## src/rtl/mult_pipe_ctrl.sv

```systemverilog
// Issue/hazard controller for the integer multiplier pipeline: tracks every multiply
// in flight, stalls decode on RAW/WAW/writeback-port hazards and flags forwarding.
module mult_pipe_ctrl #(
  parameter int STAGES  = 5,
  parameter int ALU_LAT = 2
) (
  input  logic              clk_i,
  input  logic              rsn_i,
  input  logic              dec_valid_i,
  input  logic              dec_is_mult_i,
  input  logic [4:0]        dec_rd_i,
  input  logic              dec_rd_we_i,
  input  logic [4:0]        dec_rs1_i,
  input  logic [4:0]        dec_rs2_i,
  input  logic              dec_rs1_used_i,
  input  logic              dec_rs2_used_i,
  input  logic              flush_i,
  output logic              stall_o,
  output logic              fwd_rs1_o,
  output logic              fwd_rs2_o,
  output logic [STAGES-1:0] mult_stage_valid_o,
  output logic              mult_wb_valid_o,
  output logic [4:0]        mult_wb_addr_o,
  output logic              busy_o,
  output logic [15:0]       stall_cnt_o
);
  localparam int LAST_IDX   = STAGES - 1;
  localparam int STRUCT_IDX = STAGES - ALU_LAT - 1;

  logic [STAGES-1:0] vld_q;
  logic [STAGES-1:0] we_q;
  logic [4:0]        rd_q [STAGES];
  logic [15:0]       stall_cnt_q;
  logic [15:0]       stall_cnt_d;

  logic rs1_chk_s, rs2_chk_s, alu_wr_s;
  logic rs1_young_s, rs1_old_s, rs2_young_s, rs2_old_s;
  logic struct_s, waw_s, stall_s, issue_s, entry_we_s;

  // Hazard detection of the decode instruction against every tracked multiply
  always_comb begin
    rs1_chk_s   = dec_rs1_used_i & (dec_rs1_i != 5'd0);
    rs2_chk_s   = dec_rs2_used_i & (dec_rs2_i != 5'd0);
    alu_wr_s    = ~dec_is_mult_i & dec_rd_we_i;
    rs1_young_s = 1'b0;
    rs1_old_s   = 1'b0;
    rs2_young_s = 1'b0;
    rs2_old_s   = 1'b0;
    struct_s    = 1'b0;
    waw_s       = 1'b0;
    for (int k = 0; k < STAGES; k++) begin
      rs1_young_s = rs1_young_s | ((k < LAST_IDX) & vld_q[k] & we_q[k] & rs1_chk_s
                                   & (rd_q[k] == dec_rs1_i));
      rs1_old_s   = rs1_old_s   | ((k == LAST_IDX) & vld_q[k] & we_q[k] & rs1_chk_s
                                   & (rd_q[k] == dec_rs1_i));
      rs2_young_s = rs2_young_s | ((k < LAST_IDX) & vld_q[k] & we_q[k] & rs2_chk_s
                                   & (rd_q[k] == dec_rs2_i));
      rs2_old_s   = rs2_old_s   | ((k == LAST_IDX) & vld_q[k] & we_q[k] & rs2_chk_s
                                   & (rd_q[k] == dec_rs2_i));
      // A non-mult write landing in the same cycle as a multiply fights for the port
      struct_s    = struct_s | ((k == STRUCT_IDX) & vld_q[k] & we_q[k] & alu_wr_s);
      waw_s       = waw_s | ((k <= STRUCT_IDX) & vld_q[k] & we_q[k] & alu_wr_s
                             & (dec_rd_i != 5'd0) & (rd_q[k] == dec_rd_i));
    end
    stall_s    = dec_valid_i & (rs1_young_s | rs2_young_s | struct_s | waw_s);
    issue_s    = dec_valid_i & dec_is_mult_i & ~stall_s & ~flush_i;
    entry_we_s = dec_rd_we_i & (dec_rd_i != 5'd0);
  end

  // Saturating stall counter next state
  always_comb begin
    if (stall_s && (stall_cnt_q != 16'hFFFF)) begin
      stall_cnt_d = stall_cnt_q + 16'd1;
    end else begin
      stall_cnt_d = stall_cnt_q;
    end
  end

  // In-flight multiply tracking shift register
  always_ff @(posedge clk_i or negedge rsn_i) begin
    if (!rsn_i) begin
      vld_q <= '0;
      we_q  <= '0;
      for (int k = 0; k < STAGES; k++) begin
        rd_q[k] <= 5'd0;
      end
    end else if (flush_i) begin
      vld_q <= '0;
      we_q  <= '0;
    end else begin
      vld_q <= {vld_q[STAGES-2:0], issue_s};
      we_q  <= {we_q[STAGES-2:0], issue_s & entry_we_s};
      for (int k = STAGES - 1; k > 0; k--) begin
        rd_q[k] <= rd_q[k-1];
      end
      rd_q[0] <= dec_rd_i;
    end
  end

  // Stall counter register
  always_ff @(posedge clk_i or negedge rsn_i) begin
    if (!rsn_i) begin
      stall_cnt_q <= 16'd0;
    end else begin
      stall_cnt_q <= stall_cnt_d;
    end
  end

  assign stall_o            = stall_s;
  assign fwd_rs1_o          = dec_valid_i & rs1_old_s & ~rs1_young_s;
  assign fwd_rs2_o          = dec_valid_i & rs2_old_s & ~rs2_young_s;
  assign mult_stage_valid_o = vld_q;
  assign mult_wb_valid_o    = vld_q[LAST_IDX] & we_q[LAST_IDX];
  assign mult_wb_addr_o     = mult_wb_valid_o ? rd_q[LAST_IDX] : 5'd0;
  assign busy_o             = |vld_q;
  assign stall_cnt_o        = stall_cnt_q;
endmodule

```

## config.mk

```make
export PLATFORM = sky130hd
export DESIGN_NAME = mult_pipe_ctrl
export DESIGN_NICKNAME = d
export VERILOG_FILES = /design/src/rtl/mult_pipe_ctrl.sv
export SDC_FILE = /design/constraint.sdc
export NUM_CORES = 1
export LEC_CHECK = 0
export ABC_CLOCK_PERIOD_IN_PS = 2800
export CAP_MARGIN = 20
export CORE_UTILIZATION = 53
export CTS_CLUSTER_SIZE = 14
export DETAILED_ROUTE_END_ITERATION = 10
export GPL_TIMING_DRIVEN = 0
export PLACE_DENSITY = 0.8
export SYNTH_ARGS = -nofsm -noshare
export SYNTH_HDL_FRONTEND = slang
export SYNTH_SLANG_ARGS = --single-unit
```

## constraint.sdc

```tcl
create_clock -name clk_i -period 2.8 [get_ports clk_i]
set_input_delay 0.56 -clock clk_i [delete_from_list [all_inputs] [get_ports clk_i]]
set_output_delay 0.56 -clock clk_i [all_outputs]
set_load 0.03 [all_outputs]
```

==> impl_metrics.yaml <==
run_status:
  outcome: "complete, no violations"
synthesis:
  syn_inst: 282
  ys_ff_latch: 51
  synthArstFlopShare_pct: 100
  syn_nets: 306
  ys_seq_area_share_pct: 42.4
  synth_top_flop_cell: "dfrtp_1"
  yosysUniqueCellTypes: 35
  syn_area_per_cell_um2: 10.7
  yosys_warnings: 0
  synth.cell_area_um2: 3010
  synth_edf_count: 0
worst_setup_path:
  required_ps: 2240
  cpPeakStageDelay_ps: 590
  crit_buf_inv: 2
  end_kind: "output pin"
  endpoint: "fwd_rs2_o"
  reg2reg_depth: 7
  reg2reg_to: "stall_cnt_o[1]"
  crit_start: "dec_rs2_i[1]"
  arrival_ps: 2180
  cp_slowest_cell: "or4_1"
  crit_family: "simple AND/OR/NAND/NOR gates"
  crit_cells: 6
  critPathLaunchType: "input port"
  crit_fanout: 6
  path_cells: "buf_2, or4_1, o21ai_4, nor4_1, and4_1, dlygate4sd2_1"
  r2r_setup_slack_ps: 580
  r2r_start: "stall_cnt_o[3]"
  worstSetupPathType: "input port to output pin"
power_and_ir_drop:
  swShare_pct: 30.1
  ir_drop_mv: 0.315
  intPower_uw: 1200
  power_density_nw_per_um2: 466
  leakagePower_uw: 0.00146
  switching_power_uw: 517
  power_frac_clock_pct: 23.1
  power_frac_seq_pct: 54.5
  comb_power_share_pct: 22.4
clock_network:
  postCtsHoldBufs: 0
  clkSinkCount: 51
  clk_latency_ps: 300
  clockRootBuffer: "clkbuf_8"
  cts_made_buffers: 5
  clock_path_buffers: 2
  clkTransAtPathRegs_ps: 80
  cts_tree: "done"
  h-tree-depth: 2
sta:
  slew_headroom_pct: 58.7
  finClkSkew_ps: 2.52
  rsz0062_at_grt: "yes"
  worstMarginPinSlew_ps: 620
  period_share_pct: 97.9
  drv_slew: 0
  hold_ws_ps: 233
  clock.fmax_mhz: 365
  setup_viol: 0
  finalHoldViolations: 0
  timing.final.ws_setup_ps: 59.2
  post-route-min-period_ps: 2740
drt:
  route.detailed.drc: 0
  drt-total-wl_um: 6850
  wl_per_cell_um: 16.8
  vias: 2310
  drtIter0Drc: 178
  viasPerCell: 5.66
  firstDrtPassIters: 4
  ant_nets: 0
floorplan:
  ioPinCount: 54
  start_util_pct: 54.9
  core-area_um2: 5470
  dieArea_um2: 5980
  die_h_um: 77.3
  die_w_um: 77.3
  rows: 27
placement:
  dp.cells: 396
  portBuffers: 41
  place_congestion: 0.852
  placed_area_um2: 3520
  pre_cts_ws_ps: -1010
  dp_hpwl_um: 5090
global_routing:
  grt_usage_pct: 24.8
  grt_max_degree: 30
  grt_pass1_vias: 2293
  grt_pass1_wl_um: 11500
  grt_overflow_total: 0
  antenna_found_initial: 0
finish:
  design_area_um2: 3680
  antenna_cells: 0
  areaGrowthSynthToFinish_pct: 22.3
  finalNonFillerCells: 408
  final_cell_mix: "xnor2_1 (54), dfrtp_1 (47), clkdlybuf4s50_1 (32)"
  drive_gt1_share_pct: 23.8
  num-nets-final: 361
  fill_cells: 414
  layout_commonest_cell: "xnor2_1"
worst_hold_path:
  hold_path_class: "input port to async pin"
run:
  cap_violations: 0
==> worst reg2reg max path: cells and delay by family (launching register included) <==
family        cells  cell delay, ps
flops             1             450
buf+inv           1             180
simple gates      5            1140
mux               1             320
==> power by group through the flow <==
| stage | logic [uW] | registers (uW) | clock network [uW] |
|---|---|---|---|
| floorplan | 274 | 920 | 0 |
| global placement | 350 | 943 | 0 |
| detailed placement | 367 | 947 | 0 |
| CTS | 368 | 932 | 403 |
| global route | 415 | 946 | 432 |
| finish | 384 | 933 | 396 |
==> layer usage <==
layer	GRT usage, %	vias to the layer above	share of wire [%]
met5	0	-	0
met4	8.68	0	1.0
met3	2.74	8	5.5
met2	38.8	75	48
met1	35.4	1144	46
li1	-	1083	-
==> cell usage after synthesis (2+ instances only) <==
cell,instances,area (um^2)
nand3_2,7,70.1
nor4_1,6,37.5
nor4_2,2,25.0
nor2_1,9,33.8
nand2_1,14,52.6
and2_1,3,18.8
and3_1,9,56.3
nand4_1,13,81.3
buf_2,11,55.1
or4_1,2,15.0
mux2_1,2,22.5
nand3_1,11,55.1
nor2b_1,9,56.3
dfrtp_1,51,1280
clkbuf_1,4,15.0
xor2_1,20,175
mux2_2,25,282
nand3b_2,2,22.5
nor3_1,13,65.1
xnor2_1,54,473
==> state kept, by name (all words and copies together) (netlist names) <==
| signal | cells |
|---|---|
| stall_cnt_o | 16 |
| rd_q | 25 |
| mult_stage_valid_o | 5 |
| we_q | 5 |
==> cell type report <==
class | instances | area [um^2] | area share (%)
multi-input combinational | 213 | 1690 | 45.8
buffer | 17 | 88.8 | 2.42
timing repair buffer | 48 | 455 | 12.4
sequential | 51 | 1280 | 34.8
tap | 72 | 90.1 | 2.45
inverter | 1 | 3.75 | 0.102
clock buffer | 6 | 72.6 | 1.97
==> timing repair <==
| action | CTS | global route |
|---|---|---|
| pin swaps | 4 | 5 |
| hold endpoints to repair | 0 | 0 |
| setup endpoints to repair | 3 | 2 |
| gates resized for setup | 14 | 18 |
| buffers inserted | 3 | 3 |
==> worst min-delay path by stage <==
stage               depth (start not counted)            from  slack, ps                     to
global route                                1           rsn_i        280                rd_q[0]
global placement                            1  stall_cnt_o[9]        480         stall_cnt_o[9]
finish                                      1           rsn_i        230                we_q[4]
CTS                                         1           rsn_i        240                rd_q[0]
detailed placement                          1  stall_cnt_o[9]        480         stall_cnt_o[9]
floorplan                                   0           rsn_i        260  mult_stage_valid_o[0]
==> cell families after synthesis <==
kind of cell / Yosys count / synth area share [%]
compound gates: 6 / 1.66
xor+xnor: 74 / 21.6
fa+ha+maj: 1 / 0.416
buf+inv: 18 / 3.08
flops: 51 / 42.4
mux: 27 / 10.1
simple gates: 105 / 20.7
==> metrics by stage <==
stage	total power, uW	setup TNS [ps]	utilization, %
after floorplan	1190	0	-
after global placement	1290	-14610	64.1
after detailed placement	1310	-1370	64.4
after CTS	1700	-158	66.2
after global routing	1790	-12.1	67.2
final	1710	0	67.2
Power figures use the tool's default switching activity.
